<file path="config.mk">
export PLATFORM = sky130hd
export DESIGN_NAME = mac_result_buf
export DESIGN_NICKNAME = d
export VERILOG_FILES = /design/src/rtl/mac_pkg.sv /design/src/rtl/mac_sfifo.sv /design/src/rtl/mac_result_buf.sv
export SDC_FILE = /design/constraint.sdc
export NUM_CORES = 1
export LEC_CHECK = 0
export CAP_MARGIN = 30
export CORE_ASPECT_RATIO = 1.75
export CORE_MARGIN = 5
export CORE_UTILIZATION = 51
export DETAILED_ROUTE_END_ITERATION = 12
export GPL_ROUTABILITY_DRIVEN = 0
export HOLD_SLACK_MARGIN = 0.1
export PLACE_DENSITY = 0.74
export RECOVER_POWER = 50
export SYNTH_ARGS = -nofsm -noshare
export SYNTH_HDL_FRONTEND = slang
export SYNTH_SLANG_ARGS = --single-unit
</file>
<file path="constraint.sdc">
create_clock -name clk -period 2.3 [get_ports clk]
set_input_delay 0.23 -clock clk [delete_from_list [all_inputs] [get_ports clk]]
set_output_delay 0.23 -clock clk [all_outputs]
set_load 0.01 [all_outputs]
</file>
<file path="src/rtl/mac_pkg.sv">
// Shared constants and elaboration-time helpers for the MAC result path.
package mac_pkg;

  localparam int RES_W = 8;

  // Ceiling log2. Returns 0 for values of 0 or 1.
  function automatic int clog2(input int value);
    int r;
    r = 0;
    while ((1 << r) < value) r = r + 1;
    return r;
  endfunction

  // Number of results in one NxN output matrix.
  function automatic int frame_size(input int n);
    return n * n;
  endfunction

endpackage

</file>
<file path="src/rtl/mac_sfifo.sv">
// Generic synchronous FIFO. The occupancy counter is the single source of
// full/empty, so the pointers only need clog2(DEPTH) bits and wrap freely.
// Callers must not pop while empty or push while full without a pop.
module mac_sfifo
  import mac_pkg::*;
#(
  parameter int W     = 9,
  parameter int DEPTH = 8,
  localparam int PW   = clog2(DEPTH),
  localparam int LW   = PW + 1
) (
  input  logic          clk,
  input  logic          rst,
  input  logic          push,
  input  logic          pop,
  input  logic          flush,
  input  logic [W-1:0]  din,
  output logic [W-1:0]  dout,
  output logic          full,
  output logic          empty,
  output logic [LW-1:0] level
);

  logic [W-1:0]  mem [DEPTH];
  logic [PW-1:0] wr_ptr;
  logic [PW-1:0] rd_ptr;

  assign full  = (level == LW'(DEPTH));
  assign empty = (level == '0);
  assign dout  = mem[rd_ptr];

  // Pointer and occupancy update; flush discards any same-cycle push/pop.
  always_ff @(posedge clk) begin
    if (rst) begin
      wr_ptr <= '0;
      rd_ptr <= '0;
      level  <= '0;
    end else if (flush) begin
      wr_ptr <= '0;
      rd_ptr <= '0;
      level  <= '0;
    end else begin
      if (push) wr_ptr <= wr_ptr + PW'(1);
      if (pop)  rd_ptr <= rd_ptr + PW'(1);
      if (push && !pop)      level <= level + LW'(1);
      else if (pop && !push) level <= level - LW'(1);
    end
  end

  // Storage write, no reset. When full with a pop, wr_ptr equals rd_ptr and
  // the head is read combinationally before this edge overwrites it.
  always_ff @(posedge clk) begin
    if (push && !flush && !rst) mem[wr_ptr] <= din;
  end

endmodule

</file>
<file path="src/rtl/mac_result_buf.sv">
// Result buffer behind the MAC systolic array: queues result bytes, tags the
// last element of each NxN matrix and flags results dropped on a full queue.
module mac_result_buf
  import mac_pkg::*;
#(
  parameter int W     = RES_W,
  parameter int N     = 2,
  parameter int DEPTH = 8,
  localparam int LW   = clog2(DEPTH) + 1
) (
  input  logic          clk,
  input  logic          rst,
  input  logic          ena,
  input  logic          res_v_i,
  input  logic [W-1:0]  res_i,
  input  logic          flush_i,
  input  logic          out_ready_i,
  output logic          out_v_o,
  output logic [W-1:0]  out_data_o,
  output logic          out_last_o,
  output logic          ovf_o,
  input  logic          ovf_clr_i,
  output logic [LW-1:0] level_o
);

  localparam int FRAME = frame_size(N);
  localparam int FCW   = (clog2(FRAME) > 0) ? clog2(FRAME) : 1;
  localparam logic [FCW-1:0] FCNT_LAST = FCW'(FRAME - 1);

  logic           res_fire;
  logic           push;
  logic           pop;
  logic           flush;
  logic           full;
  logic           empty;
  logic           ovf_set;
  logic [FCW-1:0] fcnt;
  logic [W:0]     wr_entry;
  logic [W:0]     head;

  // Handshake and gating. Frame position tracks every offered result, so
  // dropped bytes still consume their slot and alignment is preserved.
  assign res_fire   = ena & res_v_i;
  assign out_v_o    = ena & ~empty;
  assign pop        = out_v_o & out_ready_i;
  assign push       = res_fire & (~full | pop);
  assign flush      = ena & flush_i;
  assign ovf_set    = res_fire & full & ~pop;
  assign wr_entry   = {(fcnt == FCNT_LAST), res_i};
  assign out_data_o = head[W-1:0];
  assign out_last_o = head[W];

  mac_sfifo #(
    .W     (W + 1),
    .DEPTH (DEPTH)
  ) u_fifo (
    .clk   (clk),
    .rst   (rst),
    .push  (push),
    .pop   (pop),
    .flush (flush),
    .din   (wr_entry),
    .dout  (head),
    .full  (full),
    .empty (empty),
    .level (level_o)
  );

  // Frame position counter, wrapping at N*N-1.
  always_ff @(posedge clk) begin
    if (rst) begin
      fcnt <= '0;
    end else if (flush) begin
      fcnt <= '0;
    end else if (res_fire) begin
      if (fcnt == FCNT_LAST) fcnt <= '0;
      else                   fcnt <= fcnt + FCW'(1);
    end
  end

  // Sticky overflow flag; a new drop beats a coincident clear.
  always_ff @(posedge clk) begin
    if (rst) begin
      ovf_o <= 1'b0;
    end else if (ena) begin
      if (ovf_set)        ovf_o <= 1'b1;
      else if (ovf_clr_i) ovf_o <= 1'b0;
    end
  end

endmodule

</file>
---- Word level (Yosys, flattened, before mapping) ----
Memories as Yosys holds them, arrays and structs flattened. A register that Yosys moved wholly into a read port is not among the register bits.
Index checks and enable logic that the tools add are counted.
operators by class
  $add $sub $neg .......................... 5
  reduce and logical (&&, ||, !) cells .... 13
  bitwise gates (word level) .............. 11
  equal/unequal tests ..................... 2
  multiplexer cells ....................... 9
operators with widths
  kind                   number
  $mux W4                2
  $and A1 B1 Y1          7
  $add A3 B1 Y3 const B  2
  $mux W3                2
  $add A4 B1 Y4 const B  1
  $eq A4 B4 Y1 const B   1
  $logic_and A1 B1 Y1    4
  $logic_not A1 Y1       4
  $logic_not A4 Y1       1
  $mux W1                4
  $reduce_bool A2 Y1     2
  $sub A4 B1 Y4 const B  1
  $not A1 Y1             3
  $add A2 B1 Y2 const B  1
  $eq A2 B2 Y1 const B   1
  $mux W2                1
  $reduce_and A2 Y1      1
  $reduce_or A2 Y1       1
  $or A1 B1 Y1           1
word-level totals
  memories kept ........................... 1
  input bits .............................. 15
  word-level logic and storage cells ...... 46
  bits in writable memories ............... 72
  register bits after elaboration ......... 13
memories
  memory      words  width  rd ports  clocked after memory_dff  wr ports  line             RTL
  u_fifo.mem  8      9      1         1                         1         mac_sfifo.sv:24  logic [W-1:0] mem [DEPTH];

---- Logic depth before layout (Yosys ltp) ----
Gate-level depths: netlist of the first run.
  depth after elaboration ................. 10
  mapped depth ............................ 10
  depth with buffers taken out ............ 10

---- Hierarchy ----
From an unflattened synthesis of the first run, not the netlist that was laid out.
unflattened totals
  cells, all modules ...................... 195
  area, all modules ....................... 3598.5 sq um
by module, submodules not included
  module          area an instance (sq um)  instances  cells each  sequential area each (sq um)
  mac_sfifo       3410.8                    1          175         2422.3
  mac_result_buf  187.7                     1          20          60.1

---- Least setup slack after synthesis of the first run ----
Ideal clock, no wire load.
  path kind ............................... reg2reg
  start ................................... reg u_fifo.level[0]
  end ..................................... reg u_fifo.level[3]
  data required time ...................... 2.173 ns
  stages on the path, launching flop included .. 11
  clock period less this slack ............ 2.227 ns
  arrival ................................. 2.100 ns
  path slack .............................. 0.073 ns
  cells stage by stage .................... dfxtp_1 -> nor4_1 -> nor2_1 -> inv_1 -> ha_1 -> inv_1 -> ha_1 -> a21oi_1 -> a211oi_1 -> o21ai_0 -> o31ai_1
between the ends
  word-level cells in the longest chain between the ends .. 9
RTL lines
  element                       line                  RTL
  start: declaration            mac_sfifo.sv:21       output logic [LW-1:0] level
  start signal: assignment      mac_sfifo.sv:45       if (push && !pop) level <= level + LW'(1);
  start signal: assignment      mac_sfifo.sv:46       else if (pop && !push) level <= level - LW'(1);
  $logic_not A4 Y1              mac_sfifo.sv:29       assign empty = (level == '0);
  $not A1 Y1                    mac_result_buf.sv:44  assign out_v_o = ena & ~empty;
  $and A1 B1 Y1                 mac_result_buf.sv:44
  $and A1 B1 Y1                 mac_result_buf.sv:45  assign pop = out_v_o & out_ready_i;
  $or A1 B1 Y1                  mac_result_buf.sv:46  assign push = res_fire & (~full | pop);
  $and A1 B1 Y1                 mac_result_buf.sv:46
  $logic_not A1 Y1              mac_sfifo.sv:46
  $logic_and A1 B1 Y1           mac_sfifo.sv:46
  $reduce_bool A2 Y1 (no line)  n/a
Several ways; a longest one is shown, not always the timed one. The select of a mux whose other input is x is not followed.
A chain may end at the register's enable or synchronous reset.

==> impl_summary.log, run 1 <==
INFO  metric ratio_of_cells_with_drive_above_1_in_the_final_layout = 21.67%
INFO  metric clk_path_buf_depth = 2
INFO  metric number_of_flops_mapped_to_enable_cells_by_yosys = 72
INFO  metric vias = 1945
INFO  metric clkPwrFrac = 40.7%
INFO  metric totalPowerFinal = 3.656 mW
INFO  metric clock_sink_count = 88
INFO  metric grt_start_max_net_pins = 19
INFO  metric register_area = 2486 um^2
INFO  metric timing.final.crit_period = 2.235 ns
INFO  metric cts_hold_buf = 0
INFO  metric core_rows = 40
INFO  metric core_area = 6857 um^2
INFO  metric synthMostInstantiatedCell = sky130_fd_sc_hd__edfxtp_1
INFO  metric drt-initial-drc-count = 153
INFO  metric synth.avg_cell_area = 18.11 um^2
INFO  metric routedWlPerCell = 18.86 um
INFO  metric min_path_type = flip-flop to flip-flop
INFO  metric global_route.usage.met3 = 4.160%
INFO  metric switchingPower = 0.7352 mW
INFO  metric netlist_instances = 197
INFO  metric combinationalPowerShare = 10.9%
INFO  metric yosys.cell_types.count = 33
INFO  metric power_density = 816.0 nW/um^2
INFO  metric die_h = 120.6 um
INFO  metric drt_first_pass_iters = 4
INFO  metric synthDominantCellAreaShare = 60.61%
INFO  metric switching_share = 20.11%
INFO  metric gr-usage-all-layers = 16.60%
INFO  metric postSynthRegisterBits = 88
INFO  metric rsz_0062_raised_after_global_routing = no
INFO  metric timing.critical_path.fanout_max = 9
INFO  metric ys.flop_type = sky130_fd_sc_hd__edfxtp_1
INFO  metric floorplan.io_pins = 30
INFO  metric outcome = finished clean
INFO  metric endpoint_kind = primary output
INFO  metric crit_type = flip-flop to primary output
INFO  metric grt_antenna_before_repair = 0
INFO  metric synthTopCellsByCount = 72 x sky130_fd_sc_hd__edfxtp_1, 21 x sky130_fd_sc_hd__nor2_1, 18 x sky130_fd_sc_hd__mux4_1
INFO  metric worst_vdd_drop = 0.7150 mV
INFO  metric globalRouteMet1Util = 18.44%
INFO  metric gr-total-overflow = 0
INFO  metric combined_area_of_the_multi_input_logic_cells = 1051 um^2
INFO  metric cell_types_with_the_largest_area_share_after_synthesis = sky130_fd_sc_hd__edfxtp_1 61%, sky130_fd_sc_hd__mux4_1 13%, sky130_fd_sc_hd__dfxtp_1 9.0%
INFO  metric htree_levels = 3
INFO  metric yosysTopAreaCell = sky130_fd_sc_hd__edfxtp_1
INFO  metric die_area = 8833 um^2
INFO  metric nets = 280
INFO  metric worstPathCellList = buf_12 > mux4_1 > mux2_2 > dlygate4sd2_1
INFO  metric max_cap_viol_count = 0
INFO  metric final-max-slew-violation-count = 0
INFO  metric clkLatencyLatePin = 0.33 ns
INFO  metric internal_power = 2.921 mW
INFO  metric grt_most_used_layer = met2
INFO  metric drtAntennaViolNets = 0
INFO  metric tritoncts_clock_tree = yes
INFO  metric port_buffers = 29
INFO  metric cts-buffers-inserted = 9
INFO  metric floorplan.initialDensity = 52.03%
INFO  metric cell_with_the_largest_stage_delay_on_the_worst_path = sky130_fd_sc_hd__mux4_1
INFO  metric clk_root_buffer_cell = sky130_fd_sc_hd__clkbuf_16
INFO  metric ys_async_sr_fraction = 0%
INFO  metric finalSetupViolations = 0
INFO  metric post-place-ws = -0.1114 ns
INFO  metric hpwl = 4336 um
INFO  metric cp-start-kind = flip-flop
INFO  metric clkSlewWorstSetupHoldPaths = 0.05 ns
INFO  metric synth.net_count = 219
INFO  metric ys_seq_area_share = 69.59%
INFO  metric critPathArrivalTime = 2.00 ns
INFO  metric worst_slew_pin_slew = 0.5051 ns
INFO  metric slowest_delay = 0.56 ns
INFO  metric clock.fmax = 447.5 MHz
INFO  metric fin_crit_sh = 97.17%
INFO  metric timing.final.ws_setup = 0.06519 ns
INFO  metric synth-warning-count = 0
INFO  metric drt-vias-per-instance = 5.605
INFO  metric met2_usage = 29.65%
INFO  metric nFillCells = 464
INFO  metric die_w = 73.22 um
INFO  metric area_of_the_mapped_netlist = 3567 um^2
INFO  metric sequential_power_share = 48.5%
INFO  metric grt_pass1_wl = 10350 um
INFO  metric remaining_drc_errors = 0
INFO  metric first_global_vias = 1977
INFO  metric postLayoutCoreUtil = 65.35%
INFO  metric timing.setup.tns = 0 ns
INFO  metric final_hold_viol_count = 0
INFO  metric p_leak = 1.574 nW
INFO  metric postRouteWirelength = 6546 um
INFO  metric relSlewSlack = 66.28%
INFO  metric worst_ep_required_time = 2.07 ns
INFO  metric finalHoldWorstSlack = 0.4644 ns
INFO  metric crit_buf_inv = 2
INFO  metric antenna_cells = 0
INFO  metric finClkSkew = 0.002797 ns
INFO  metric p_r_area_growth_vs_syn = 25.61%
INFO  metric family_with_the_most_delay_on_the_worst_path = multiplexers
==> final cells by class <==
class                      instances  share of cell area (%)
tap                               84                   2.346
inverter                           2                  0.1676
clock buffer                      14                   6.339
timing repair buffer              57                   11.42
sequential                        88                   55.49
multi-input combinational        100                   23.46
clock inverter                     2                  0.7819
==> metal layers <==
| layer | wire length [um] | part of all wire, % | vias to the layer above |
|---|---|---|---|
| li1 | - | - | 915 |
| met5 | 0 | 0 | - |
| met1 | 2395 | 37 | 968 |
| met2 | 3723 | 57 | 49 |
| met3 | 281 | 4.3 | 13 |
| met4 | 146 | 2.2 | 0 |
==> final timing paths <==
path,start,endpoint,slack [ns],cells after the start
setup / recovery,flip-flop,out_last_o,0.07,4
hold / removal,fcnt[1],fcnt[1],0.46,2
setup reg to reg,u_fifo.level[2],u_fifo.mem[1][6],0.13,6
hold reg to reg,fcnt[1],fcnt[1],0.46,2
==> sequential cells by signal (all words and copies together) (netlist names), named ones only <==
name,count
fcnt,2
ovf_o,1
u_fifo.level,4
u_fifo.mem,72
u_fifo.rd_ptr,3
u_fifo.wr_ptr,3
==> placed cells by master (no fill, tap or decap), types with 2 or more instances in the layout <==
cell type,instances
sky130_fd_sc_hd__buf_4,23
sky130_fd_sc_hd__clkbuf_1,4
sky130_fd_sc_hd__dlygate4sd2_1,8
sky130_fd_sc_hd__nand2b_1,2
sky130_fd_sc_hd__mux2i_1,2
sky130_fd_sc_hd__inv_1,2
sky130_fd_sc_hd__nor3_1,3
sky130_fd_sc_hd__dlygate4sd3_1,11
sky130_fd_sc_hd__mux2_2,9
sky130_fd_sc_hd__nand2_1,8
sky130_fd_sc_hd__nand3_1,4
sky130_fd_sc_hd__edfxtp_1,72
sky130_fd_sc_hd__clkbuf_8,4
sky130_fd_sc_hd__clkbuf_16,9
sky130_fd_sc_hd__xnor2_1,4
sky130_fd_sc_hd__mux4_1,17
sky130_fd_sc_hd__dfxtp_1,15
sky130_fd_sc_hd__clkdlybuf4s50_1,9
sky130_fd_sc_hd__o21ai_0,2
sky130_fd_sc_hd__nor2_1,21
sky130_fd_sc_hd__a21oi_1,6
sky130_fd_sc_hd__ha_1,6
==> kinds of logic (layout without fill, tap and decap cells) <==
logic type | count (synthesis) | in the layout | share of synthesized area [%]
buffers and inverters | 9 | 75 | 1.648
DFF | 88 | 88 | 69.59
xor gates and xnor gates | 5 | 5 | 1.228
adders and majority gates | 7 | 7 | 2.666
muxes | 29 | 29 | 16.66
and+or+nand+nor | 44 | 44 | 5.472
AOI/OAI and AO/OA | 15 | 15 | 2.736
==> stage by stage <==
step / instances / instance area (um^2)
6_report: 347 / 4481
5_1_grt: 347 / 4481
3_3_place_gp: 329 / 4119
4_1_cts: 346 / 4459
2_1_floorplan: 197 / 3567
3_5_place_dp: 329 / 4119
==> power groups by stage <==
| stage | Sequential (mW) | Clock [mW] | Combinational (mW) |
|---|---|---|---|
| 2_1_floorplan | 1.80 | 0 | 0.186 |
| 3_3_place_gp | 1.79 | 0 | 0.366 |
| 3_5_place_dp | 1.80 | 0 | 0.378 |
| 4_1_cts | 1.77 | 1.51 | 0.382 |
| 5_1_grt | 1.77 | 1.59 | 0.436 |
| 6_report | 1.77 | 1.49 | 0.397 |
==> repair_timing <==
action                                  CTS  global route
pin swaps                                 0             1
endpoints found under the hold margin     0             0
endpoints found under the setup margin    9             3
setup buffers                             0             1
gates cloned                              1             0
resized for setup                        13             6
==> worst register-to-register path, delay by kind of cell, from the launching register on <==
family	cells	cell delay, ns
simple gates	3	0.64
buf+inv	2	0.56
flops	1	0.47
compound gates	1	0.20
Power figures use the tool's default switching activity.
==> inputs of run 2 (changes only) <==
--- a/config.mk
+++ b/config.mk
@@ -7,13 +7,13 @@
 export LEC_CHECK = 0
 export CAP_MARGIN = 30
 export CORE_ASPECT_RATIO = 1.75
-export CORE_MARGIN = 5
 export CORE_UTILIZATION = 51
 export DETAILED_ROUTE_END_ITERATION = 12
 export GPL_ROUTABILITY_DRIVEN = 0
 export HOLD_SLACK_MARGIN = 0.1
 export PLACE_DENSITY = 0.74
 export RECOVER_POWER = 50
+export SETUP_SLACK_MARGIN = 0.15
 export SYNTH_ARGS = -nofsm -noshare
 export SYNTH_HDL_FRONTEND = slang
 export SYNTH_SLANG_ARGS = --single-unit
==> run 2 against run 1 <==
Compared with the run above:
- critical path depth increased by 1
- clock-buffer cell count decreased by 2
- hold slack got worse by 0.0018 ns
- sequential cell count unchanged
- critical path type unchanged
- highest routed layer unchanged
==> impl_summary.log, run 2 (synthesis gave the netlist of run 1 again) <==
INFO  metric largest_register_ff_count = 72
INFO  metric switchingPower = 0.7418 mW
INFO  metric drtAntennaViolNets = 0
INFO  metric most-common-layout-cells = 72 x sky130_fd_sc_hd__edfxtp_1, 22 x sky130_fd_sc_hd__buf_4, 21 x sky130_fd_sc_hd__nor2_1, 15 x sky130_fd_sc_hd__mux4_2, 14 x sky130_fd_sc_hd__dfxtp_1
INFO  metric switching_share = 21.09%
INFO  metric worst_slew_pin_slew = 0.6286 ns
INFO  metric layout_commonest_cell = sky130_fd_sc_hd__edfxtp_1
INFO  metric clk_path_buf_depth = 2
INFO  metric port_buffers = 29
INFO  metric nFillCells = 505
INFO  metric register_area = 2487 um^2
INFO  metric grt_pass1_wl = 10590 um
INFO  metric top_reg_by_flops = u_fifo.mem
INFO  metric routedWlPerCell = 19.37 um
INFO  metric grt_antenna_before_repair = 0
INFO  metric antenna_cells = 0
INFO  metric combinationalPowerShare = 12.0%
INFO  metric die_area = 7346 um^2
INFO  metric gr-usage-all-layers = 21.19%
INFO  metric reg2reg_slack = 0.24 ns
INFO  metric clkSlewWorstSetupHoldPaths = 0.05 ns
INFO  metric timing.setup.tns = 0 ns
INFO  metric drt-vias-per-instance = 5.517
INFO  metric final_hold_viol_count = 0
INFO  metric worst_vdd_drop = 0.5926 mV
INFO  metric slowest_delay = 0.54 ns
INFO  metric floorplan.io_pins = 30
INFO  metric worst_ep_required_time = 2.07 ns
INFO  metric finalSetupViolations = 0
INFO  metric cp-start-kind = flip-flop
INFO  metric p_r_area_growth_vs_syn = 25.11%
INFO  metric cts-buffers-inserted = 9
INFO  metric postLayoutCoreUtil = 65.57%
INFO  metric core_rows = 40
INFO  metric drt-initial-drc-count = 68
INFO  metric final-max-slew-violation-count = 0
INFO  metric r2r-end = u_fifo.level[3]
INFO  metric nets = 281
INFO  metric die_w = 65.22 um
INFO  metric ratio_of_cells_with_drive_above_1_in_the_final_layout = 32.20%
INFO  metric clkPwrFrac = 37.2%
INFO  metric tritoncts_clock_tree = yes
INFO  metric timing.critical_path.fanout_max = 5
INFO  metric worstPathCellList = buf_6 > buf_16 > mux4_1 > mux2_2 > buf_6
INFO  metric min_path_type = flip-flop to flip-flop
INFO  metric gr-total-overflow = 0
INFO  metric rsz_0062_raised_after_global_routing = yes
INFO  metric finClkSkew = 0.005522 ns
INFO  metric remaining_drc_errors = 0
INFO  metric clk_root_buffer_cell = sky130_fd_sc_hd__clkbuf_16
INFO  metric clkLatencyLatePin = 0.33 ns
INFO  metric endpoint_kind = primary output
INFO  metric worst_hold_startpoint = fcnt[1]
INFO  metric path_common_cell = sky130_fd_sc_hd__buf_6
INFO  metric clock.fmax = 469.5 MHz
INFO  metric max_cap_viol_count = 0
INFO  metric layout_top_registers = u_fifo.mem x72, u_fifo.level x4
INFO  metric relSlewSlack = 58.04%
INFO  metric p_leak = 1.551 nW
INFO  metric htree_levels = 3
INFO  metric core_area = 6807 um^2
INFO  metric power_density = 787.9 nW/um^2
INFO  metric die_h = 112.6 um
INFO  metric family_with_the_most_delay_on_the_worst_path = multiplexers
INFO  metric grt_start_max_net_pins = 19
INFO  metric floorplan.initialDensity = 52.41%
INFO  metric min_delay_worst_endpoint = fcnt[1]
INFO  metric combined_area_of_the_multi_input_logic_cells = 1032 um^2
INFO  metric fin_crit_sh = 92.60%
INFO  metric first_global_vias = 1979
INFO  metric crit_type = flip-flop to primary output
INFO  metric worst-r2r-cell-count = 9
INFO  metric postRouteWirelength = 6742 um
INFO  metric outcome = finished clean
INFO  metric clock_sink_count = 88
INFO  metric cell_with_the_largest_stage_delay_on_the_worst_path = sky130_fd_sc_hd__mux4_1
INFO  metric drt_first_pass_iters = 4
INFO  metric crit_buf_inv = 3
INFO  metric internal_power = 2.775 mW
INFO  metric sequential_power_share = 50.7%
INFO  metric worst_hold_path.num_cells = 2
INFO  metric hpwl = 4202 um
INFO  metric vias = 1920
INFO  metric timing.final.crit_period = 2.130 ns
INFO  metric critical_path.reg2reg.startpoint = u_fifo.level[2]
INFO  metric critPathArrivalTime = 1.90 ns
run 2: changes by cell type in the layout (fill, tap and decap cells not counted), sizes merged:
cell           delta
buf              +10
dlygate4sd2       -8
clkbuf            -3
clkinv            +3
bufbuf            +1
bufinv            -1
clkdlybuf4s15     -1
clkdlybuf4s50     +1
dlygate4sd3       -1
run 2: power groups by stage:
stage	clock network [mW]	registers, mW	logic, mW
global route	1.41	1.79	0.460
detailed placement	0	1.81	0.357
CTS	1.34	1.77	0.403
floorplan	0	1.81	0.189
global placement	0	1.80	0.349
finish	1.31	1.78	0.423
run 2: worst register-to-register path: stages, from the launching register on:
cell and delay [ns]:
sky130_fd_sc_hd__dfxtp_1 0.54, sky130_fd_sc_hd__nor3_4 0.06, sky130_fd_sc_hd__a31oi_1 0.22, sky130_fd_sc_hd__ha_1 0.22, sky130_fd_sc_hd__inv_2 0.08, sky130_fd_sc_hd__ha_4 0.28
sky130_fd_sc_hd__nand3_1 0.10, sky130_fd_sc_hd__and3_1 0.18, sky130_fd_sc_hd__o21ai_0 0.16, sky130_fd_sc_hd__o31ai_1 0.09
run 2: worst max-delay path by stage:
stage,start,endpoint,slack (ns),cells past startpoint
2_1_floorplan,u_fifo.level[0],u_fifo.level[3],0.13,9
3_3_place_gp,ena,u_fifo.level[3],0.002,10
3_5_place_dp,ena,u_fifo.level[3],-0.04,10
4_1_cts,flip-flop,out_data_o[6],0.1,5
5_1_grt,u_fifo.level[3],u_fifo.level[3],0.08,10
6_report,flip-flop,out_data_o[4],0.17,5
run 2: repair_timing:
item / CTS / global route
hold buffers: 0 / 0
cloned: 3 / 0
resized for setup: 57 / 15
buffers inserted: 2 / 1
hold endpoints to repair: 0 / 0
pin swaps: 0 / 1
endpoints found under the setup margin: 10 / 8
run 2: final cells by class:
type	count	share of cell area (%)
timing repair buffer	58	12.45
multi-input combinational	100	23.13
inverter	2	0.1682
sequential	88	55.73
clock inverter	4	0.4205
clock buffer	12	5.747
tap	84	2.355
run 2: stage by stage:
| stage | hold slack [ns] | power, mW | cell area, um^2 | setup WS (ns) | cells |
|---|---|---|---|---|---|
| after detailed placement | 0.4523 | 2.162 | 4113 | -0.03734 | 326 |
| after global placement | 0.4443 | 2.153 | 4113 | 0.002308 | 326 |
| final | 0.4626 | 3.516 | 4463 | 0.1702 | 348 |
| after CTS | 0.4604 | 3.513 | 4441 | 0.09622 | 347 |
| after global routing | 0.4856 | 3.652 | 4463 | 0.07953 | 348 |
| after floorplan | 0.3024 | 1.995 | 3583 | 0.1280 | 197 |
run 2: routing by layer:
layer,track usage (%),up-vias,wire [um]
li1,-,902,-
met4,11.16,0,177
met2,37.18,51,3871
met1,22.82,957,2434
met5,0,-,0
met3,5.183,10,259
==> inputs of run 3 (changes only) <==
--- a/config.mk
+++ b/config.mk
@@ -5,6 +5,7 @@
 export SDC_FILE = /design/constraint.sdc
 export NUM_CORES = 1
 export LEC_CHECK = 0
+export ABC_CLOCK_PERIOD_IN_PS = 2300
 export CAP_MARGIN = 30
 export CORE_ASPECT_RATIO = 1.75
 export CORE_UTILIZATION = 51
==> results of run 3 <==
No change in the layout: final DEF, timing and power equal those of run 2.
